## config.mk

```make
export PLATFORM = sky130hd
export DESIGN_NAME = pattern_tx
export DESIGN_NICKNAME = d
export VERILOG_FILES = /design/src/rtl/pattern_pkg.sv /design/src/rtl/pattern_shreg.sv /design/src/rtl/pattern_tx.sv
export SDC_FILE = /design/constraint.sdc
export NUM_CORES = 1
export LEC_CHECK = 0
export ABC_AREA = 1
export CORE_MARGIN = 5
export CORE_UTILIZATION = 27
export CTS_CLUSTER_DIAMETER = 40
export DETAILED_ROUTE_END_ITERATION = 10
export SLEW_MARGIN = 20
export SYNTH_ARGS = -nofsm -noshare
export SYNTH_HDL_FRONTEND = slang
export SYNTH_SLANG_ARGS = --single-unit
```

## constraint.sdc

```tcl
create_clock -name clk -period 2.8 [get_ports clk]
set_input_delay 0.42 -clock clk [delete_from_list [all_inputs] [get_ports clk]]
set_output_delay 0.42 -clock clk [all_outputs]
set_load 0.01 [all_outputs]
```

## src/rtl/pattern_pkg.sv

```systemverilog
// Shared types and default pattern constants for the pattern transmitter, detector and bench.
package pattern_pkg;

    typedef enum logic [1:0] {
        ST_IDLE = 2'd0,
        ST_SEND = 2'd1,
        ST_GAP  = 2'd2,
        ST_DONE = 2'd3
    } state_e;

    localparam int                    PAT_W_DEF   = 4;
    localparam logic [PAT_W_DEF-1:0]  PATTERN_DEF = 4'b1011;
    localparam int                    REP_W       = 8;

endpackage

```

## src/rtl/pattern_shreg.sv

```systemverilog
// PAT_W-bit load/shift register, MSB out; load wins over shift.
module pattern_shreg #(
    parameter int W = 4
) (
    input  logic         clk,
    input  logic         rst,
    input  logic         load,
    input  logic         shift,
    input  logic [W-1:0] load_val,
    output logic         msb
);

    logic [W-1:0] sh_q;

    always_ff @(posedge clk or posedge rst) begin
        if (rst) begin
            sh_q <= '0;
        end else if (load) begin
            sh_q <= load_val;
        end else if (shift) begin
            sh_q <= {sh_q[W-2:0], 1'b0};
        end
    end

    assign msb = sh_q[W-1];

endmodule

```

## src/rtl/pattern_tx.sv

```systemverilog
// Bit-serial pattern burst transmitter; start sampled at edge N gives first valid bit after edge N+1.
// No backpressure: the stream is contiguous from first bit to last, then a one-cycle done pulse.
module pattern_tx
    import pattern_pkg::*;
#(
    parameter int               PAT_W   = PAT_W_DEF,
    parameter logic [PAT_W-1:0] PATTERN = PATTERN_DEF,
    parameter int               GAP_W   = 4
) (
    input  logic             clk,
    input  logic             rst,
    input  logic             start,
    input  logic [REP_W-1:0] rep_cnt,
    input  logic [GAP_W-1:0] gap,
    output logic             d_out,
    output logic             valid_out,
    output logic             busy,
    output logic             done,
    output logic [REP_W-1:0] tx_count
);

    localparam int               BIT_W    = (PAT_W > 1) ? $clog2(PAT_W) : 1;
    localparam logic [BIT_W-1:0] BIT_LAST = BIT_W'(PAT_W - 1);

    state_e             state_q;
    logic [BIT_W-1:0]   bit_cnt_q;
    logic [BIT_W-1:0]   bit_cnt_d;
    logic [GAP_W-1:0]   gap_cnt_q;
    logic [GAP_W-1:0]   gap_q;
    logic [REP_W-1:0]   rep_q;
    logic [REP_W-1:0]   tx_count_q;
    logic [REP_W-1:0]   tx_count_d;
    logic               d_out_q;
    logic               valid_q;
    logic               busy_q;
    logic               done_q;

    logic               bit_last;
    logic               last_rep;
    logic               gap_last;
    logic               start_ok;
    logic               sh_load;
    logic               sh_shift;
    logic               sh_msb;

    assign bit_last   = (bit_cnt_q == BIT_LAST);
    assign bit_cnt_d  = bit_last ? '0 : bit_cnt_q + 1'b1;
    assign tx_count_d = tx_count_q + 1'b1;
    assign last_rep   = (tx_count_d == rep_q);
    assign gap_last   = (gap_cnt_q == gap_q - 1'b1);
    assign start_ok   = start && (rep_cnt != '0);

    // The pattern is reloaded on every retiring bit, so it is ready whether
    // the next state is SEND (back-to-back) or GAP; a reload before DONE is harmless.
    assign sh_load  = ((state_q == ST_IDLE) && start_ok) ||
                      ((state_q == ST_SEND) && bit_last);
    assign sh_shift = (state_q == ST_SEND);

    pattern_shreg #(
        .W (PAT_W)
    ) u_shreg (
        .clk      (clk),
        .rst      (rst),
        .load     (sh_load),
        .shift    (sh_shift),
        .load_val (PATTERN),
        .msb      (sh_msb)
    );

    always_ff @(posedge clk or posedge rst) begin
        if (rst) begin
            state_q    <= ST_IDLE;
            bit_cnt_q  <= '0;
            gap_cnt_q  <= '0;
            gap_q      <= '0;
            rep_q      <= '0;
            tx_count_q <= '0;
            d_out_q    <= 1'b0;
            valid_q    <= 1'b0;
            busy_q     <= 1'b0;
            done_q     <= 1'b0;
        end else begin
            case (state_q)
                ST_IDLE: begin
                    d_out_q <= 1'b0;
                    valid_q <= 1'b0;
                    busy_q  <= 1'b0;
                    done_q  <= 1'b0;
                    if (start) begin
                        tx_count_q <= '0;
                        if (start_ok) begin
                            rep_q     <= rep_cnt;
                            gap_q     <= gap;
                            bit_cnt_q <= '0;
                            state_q   <= ST_SEND;
                        end else begin
                            state_q   <= ST_DONE;
                        end
                    end
                end

                ST_SEND: begin
                    d_out_q   <= sh_msb;
                    valid_q   <= 1'b1;
                    busy_q    <= 1'b1;
                    done_q    <= 1'b0;
                    bit_cnt_q <= bit_cnt_d;
                    if (bit_last) begin
                        tx_count_q <= tx_count_d;
                        if (last_rep) begin
                            state_q <= ST_DONE;
                        end else if (gap_q != '0) begin
                            gap_cnt_q <= '0;
                            state_q   <= ST_GAP;
                        end
                    end
                end

                ST_GAP: begin
                    d_out_q   <= 1'b0;
                    valid_q   <= 1'b1;
                    busy_q    <= 1'b1;
                    done_q    <= 1'b0;
                    gap_cnt_q <= gap_cnt_q + 1'b1;
                    if (gap_last) begin
                        state_q <= ST_SEND;
                    end
                end

                ST_DONE: begin
                    d_out_q <= 1'b0;
                    valid_q <= 1'b0;
                    busy_q  <= 1'b0;
                    done_q  <= 1'b1;
                    state_q <= ST_IDLE;
                end

                default: begin
                    d_out_q <= 1'b0;
                    valid_q <= 1'b0;
                    busy_q  <= 1'b0;
                    done_q  <= 1'b0;
                    state_q <= ST_IDLE;
                end
            endcase
        end
    end

    assign d_out     = d_out_q;
    assign valid_out = valid_q;
    assign busy      = busy_q;
    assign done      = done_q;
    assign tx_count  = tx_count_q;

endmodule

```

==> results_dict.tcl, run 1 <==
set metrics [dict create \
    status "finished, final reports clean" \
    rows 32 \
    switching_share_pct 41.6 \
    stdcell_count 397 \
    p_per_area_nw_per_um2 840 \
    cts-root-buf "clkbuf_8" \
    diodes 0 \
    p_leak_uw 0.00116 \
    avgSynthCellArea_um2 7.77 \
    cts-resized-gates 0 \
    track_usage_pct 10.1 \
    drive_gt1_share_pct 8.14 \
    clk_pin_slew_worst_paths_ps 70 \
    grt_max_degree 36 \
    syn_to_final_growth_pct 21.2 \
    io_pins 27 \
    routed_via_density 4.39 \
    final_util_pct 32.9 \
    dp_cells 391 \
    setup_viol_count_final 0 \
    drv_slew 0 \
    cts-htree-levels 2 \
    critPathTopFamily "simple AND/OR/NAND/NOR gates" \
    grt_pass1_wl_um 7870 \
    tightest_slew_ps 625 \
    hold_viol 0 \
    syn-num-nets 292 \
    cts_buffers 5 \
    tns_ps 0 \
    die_x_um 97.5 \
    drt_iter0_drc 32 \
    cp-start-kind "flop" \
    nNetsFinal 322 \
    fp.dieH_um 97.5 \
    syn_area_um2 2070 \
    ant_nets 0 \
    start_util_pct 27.2 \
    die_area_um2 9510 \
    clkPwrFrac_pct 15.9 \
    grt_overflow 0 \
    cp_data_arrival_time_ps 2290 \
    clk_latency_ps 280 \
    grt_setup_unrepaired "no" \
    path_class "flop to flop" \
    internal-power_uw 1230 \
    power.switching_uw 875 \
    synth_commonest_cells "nand2_1 (82), dfrtp_1 (35), inv_1 (35)" \
    crit_slowest_cell "nor2_1" \
    postCtsHoldBufs 0 \
    fmax_mhz 464 \
    synth.most_common_cell "nand2_1" \
    ys_seq_elements 35 \
    drtPass1Iterations 4 \
    crit_top_cell "inv_1" \
    yosysWarnings 0 \
    avgRoutedWirePerCell_um 11.3 \
    yosys-top-cells-area "dfrtp_1 (42%), nand2_1 (15%), ha_1 (6.7%)" \
    fin_area_um2 2510 \
    ys_types 27 \
    placed_cell_area_um2 2430 \
    required_ps 2940 \
    min_path_type "flop to flop" \
    synth_largest_area_cell "dfrtp_1" \
    synth-edff-count 0 \
    fin_crit_sh_pct 77.0 \
    synthCells 266 \
    dr_total_vias 1743 \
    skew_ps 5.41 \
    ir_worst_vdd_v 0.000310 \
    cp_cell_sequence "inv_1 -> ha_1 -> inv_1 -> nor2_1 -> inv_1 -> nand2_1 -> nor2_1 -> o21ai_0" \
    cp-end-kind "flop" \
    ys.flop_type "dfrtp_1" \
    sequentialPowerShare_pct 37.9 \
    critPathMaxStageDelay_ps 490 \
    crit_fanout 9 \
    yosysSeqAreaShare_pct 42.4 \
    first_global_vias 1724 \
    ys_async_sr_fraction_pct 100 \
    power_frac_comb_pct 46.1 \
    routabilityCongestion 0.797 \
    place_hpwl_um 3360 \
    io_buffer_count 26 \
    core-area_um2 7610 \
    drcViolationCount 0 \
    routed_wl_um 4480 \
    post_cts_buffers 0 \
    yosysTopAreaCellShare_pct 42.4 \
    period_minus_slack_ps 2160 \
    cts_sinks 35 \
    cts_max_path_buffers 2 \
    antenna_found_initial 0 \
    cp_num_buf_inv 3 \
    cts_tree "done" \
    relSlewSlack_pct 58.2 \
    maxCapViolCount 0 \
]
==> per-stage QoR <==
step	worst slack (ps)	hold slack, ps	total power [µW]
after floorplan	1100	437	1530
after global placement	529	499	1770
after detailed placement	438	498	1780
after CTS	697	515	2130
after global routing	489	557	2320
final	644	506	2100
==> cell usage in the layout (no fill, tap or decap) <==
cell and count:
nand2_1 82, clkbuf_8 5, nor2_1 15, nor2_4 1
nand3_1 22, nor3_1 1, nand3_2 2, nand2_4 1
a21oi_1 3, nand4_1 4, ha_1 11, clkbuf_1 1
buf_4 1, o21ai_0 17, clkdlybuf4s50_1 26, xnor2_1 5
inv_1 35, o22ai_1 7, nor2_2 4, a31oi_1 1
a31o_2 1, nand2_2 3, a22o_1 1, nor4_1 2
xor2_1 3, dfrtp_1 35, a21oi_2 1, o21ai_2 5
==> power by group through the flow <==
stage	registers, µW	clock network, µW	logic [µW]
global placement	806	0	966
detailed placement	809	0	971
finish	798	335	971
global route	824	366	1130
CTS	800	347	980
floorplan	790	0	744
==> layer usage <==
| layer | part of all wire, % | GRT usage [%] | wire (µm) | vias up |
|---|---|---|---|---|
| li1 | - | - | - | 913 |
| met1 | 53 | 14.0 | 2370 | 793 |
| met2 | 42 | 15.4 | 1890 | 31 |
| met3 | 3.3 | 2.58 | 146 | 6 |
| met4 | 1.5 | 3.51 | 68 | 0 |
| met5 | 0 | 0 | 0 | - |
==> layout make-up <==
| class | instances | area [µm²] |
|---|---|---|
| Inverter | 35 | 131 |
| Timing Repair Buffer | 27 | 268 |
| Fill cell | 817 | 5100 |
| Multi-Input combinational cell | 192 | 1030 |
| Tap cell | 102 | 128 |
| Sequential cell | 35 | 876 |
| Clock buffer | 6 | 72.6 |
==> sequential cells by signal, summed over array words and instances, names as in the netlist <==
signal	flops
gap_cnt_q	4
bit_cnt_q	2
gap_q	4
tx_count	8
u_shreg.sh_q	4
d_out	1
busy	1
state_q	2
done	1
rep_q	8
==> cells by family (layout without fill, tap and decap cells) <==
group	Yosys count	in the layout	share of synthesized area, %
buffers and inverters	39	68	7.75
AO/OA/AOI/OAI	36	36	10.7
adder cells (fa/ha/maj)	11	11	6.66
XOR/XNOR	8	8	3.39
flip-flops	35	35	42.4
AND/OR/NAND/NOR	137	137	29.2
==> worst paths after layout <==
| path | startpoint | cells after the start | slack (ps) | endpoint |
|---|---|---|---|---|
| max | state_q[1] | 8 | 640 | tx_count[0] |
| min | rep_q[0] | 2 | 510 | rep_q[0] |
| max in group asynchronous | rst | 3 | 1930 | bit_cnt_q[1] |
| max reg2reg | state_q[1] | 8 | 640 | tx_count[0] |
| min in group asynchronous | rst | 3 | 550 | gap_cnt_q[1] |
| min reg2reg | rep_q[0] | 2 | 510 | rep_q[0] |
==> worst min-delay path, cell delays in order (launching register included) <==
cell,delay (ps)
dfrtp_1,360
nand2_1,60
nand2_1,60
Power figures use the tool's default switching activity.
==> run 2: changes to the inputs <==
==> constraint.sdc (replaced) <==
create_clock -name clk -period 2.1 [get_ports clk]
set_input_delay 0.315 -clock clk [delete_from_list [all_inputs] [get_ports clk]]
set_output_delay 0.315 -clock clk [all_outputs]
set_load 0.01 [all_outputs]
==> results_dict.tcl, run 2 (synthesized netlist as in run 1, its figures left out) <==
set metrics [dict create \
    io_pins 27 \
    cp_cell_sequence "ha_2 -> nand3_1 -> o21ai_2 -> nand2_1 -> nand2_1 -> nand3_2 -> nor2_2 -> nand3_2 -> nand2_4 -> nand2_1 -> o21ai_2" \
    maxCapViolCount 0 \
    place_hpwl_um 3460 \
    routed_via_density 4.42 \
    rows 32 \
    cp_num_buf_inv 0 \
    drive_gt1_share_pct 11.3 \
    cts-root-buf "clkbuf_8" \
    hold_viol 0 \
    required_ps 2320 \
    period_minus_slack_ps 1890 \
    nFillCells 824 \
    final_common_cell "nand2_1" \
    drtPass1Iterations 4 \
    skew_ps 3.40 \
    final_util_pct 33.8 \
    nNetsFinal 328 \
    status "finished, final reports clean" \
    setup_viol_count_final 0 \
    syn_to_final_growth_pct 24.3 \
    die_x_um 97.5 \
    first_global_vias 1777 \
    drv_slew 0 \
    cts_sinks 35 \
    crit_slowest_cell "dfrtp_1" \
    p_leak_uw 0.00120 \
    dr_total_vias 1786 \
    cts-htree-levels 2 \
    antenna_found_initial 0 \
    core-area_um2 7610 \
    grt_overflow 0 \
    hold_ws_ps 444 \
    drcViolationCount 0 \
    routabilityCongestion 0.774 \
    diodes 0 \
    layout_common_cells "nand2_1 (82), inv_1 (35), dfrtp_1 (34)" \
    avgRoutedWirePerCell_um 11.5 \
    clk_pin_slew_worst_paths_ps 70 \
    tightest_slew_ps 579 \
    grt_pass1_wl_um 8110 \
    power_uw 2920 \
    cts_max_path_buffers 2 \
    cp-end-kind "flop" \
    critPathMaxStageDelay_ps 430 \
    track_usage_pct 10.4 \
    fmax_mhz 529 \
    min_path_type "input pin to async pin" \
    die_area_um2 9510 \
    tns_ps 0 \
    cts_buffers 5 \
    fin_crit_sh_pct 90.1 \
    grt_setup_unrepaired "no" \
    crit_top_cell "nand2_1" \
    relSlewSlack_pct 61.4 \
    path_class "flop to flop" \
    drt_iter0_drc 72 \
    start_util_pct 27.2 \
    cp_data_arrival_time_ps 2110 \
    routed_wl_um 4640 \
    io_buffer_count 26 \
    grt_max_degree 36 \
    cts_tree "done" \
    ir_worst_vdd_v 0.000363 \
    ant_nets 0 \
    cp-start-kind "flop" \
    fp.dieH_um 97.5 \
    crit_fanout 8 \
    clk_latency_ps 290 \
    p_per_area_nw_per_um2 1140 \
    critPathTopFamily "simple AND/OR/NAND/NOR gates" \
]
## run 2: worst paths after layout
path / cells past startpoint / slack (ps) / from / endpoint
max: 11 / 210 / tx_count[0] / gap_cnt_q[0]
min: 3 / 440 / rst / gap_cnt_q[3]
max reg2reg: 11 / 210 / tx_count[0] / gap_cnt_q[0]
min reg2reg: 2 / 500 / u_shreg.sh_q[3] / d_out
max in group asynchronous: 3 / 1310 / rst / tx_count[1]
min in group clk: 2 / 500 / u_shreg.sh_q[3] / d_out
## run 2: repair_timing
action                                  in CTS  in global routing
endpoints found under the setup margin       0                  6
buffers inserted                             0                  0
resized for setup                            0                  2
hold buffers                                 0                  0
## run 2: final cells by class
type                            count  area [µm²]  share of cell area [%]
Tap cell                          102         128                    4.97
Multi-Input combinational cell    192        1030                    40.2
Clock buffer                        6        82.6                    3.21
Timing Repair Buffer               33         313                    12.2
Inverter                           35         131                    5.11
Clock inverter                      1        5.00                   0.195
Sequential cell                    35         877                    34.1
## run 2: per-layer routing
| layer | GRT usage, % | vias to the layer above | share of wire [%] |
|---|---|---|---|
| met2 | 16.1 | 34 | 43 |
| met1 | 14.0 | 814 | 51 |
| met5 | 0 | - | 0 |
| met4 | 3.73 | 0 | 1.4 |
| met3 | 2.80 | 6 | 4.3 |
| li1 | - | 932 | - |
## run 2: where the power goes
| part | internal, µW | leakage, µW | switching (µW) |
|---|---|---|---|
| sequential | 905 | 0.000448 | 157 |
| clock | 257 | 0.0000470 | 244 |
| combinational | 566 | 0.000701 | 794 |
| total | 1730 | 0.00120 | 1190 |
## run 2: per-stage QoR
stage / instances / setup WS [ps] / cell area (µm²)
finish: 404 / 209 / 2570
global route: 404 / 2.39 / 2570
CTS: 404 / 143 / 2570
detailed placement: 397 / 57.4 / 2480
global placement: 397 / 83.1 / 2480
floorplan: 266 / 398 / 2070
## run 2: worst min-delay path, delay by kind of cell
kind,cells,cell delay [ps]
buffers and inverters,3,850
==> run 3: changes to the inputs <==
--- a/config.mk
+++ b/config.mk
@@ -14,3 +14,4 @@
 export SYNTH_ARGS = -nofsm -noshare
 export SYNTH_HDL_FRONTEND = slang
 export SYNTH_SLANG_ARGS = --single-unit
+export TNS_END_PERCENT = 10
==> results of run 3 <==
Final layout, timing and power as in run 2 (identical DEF).
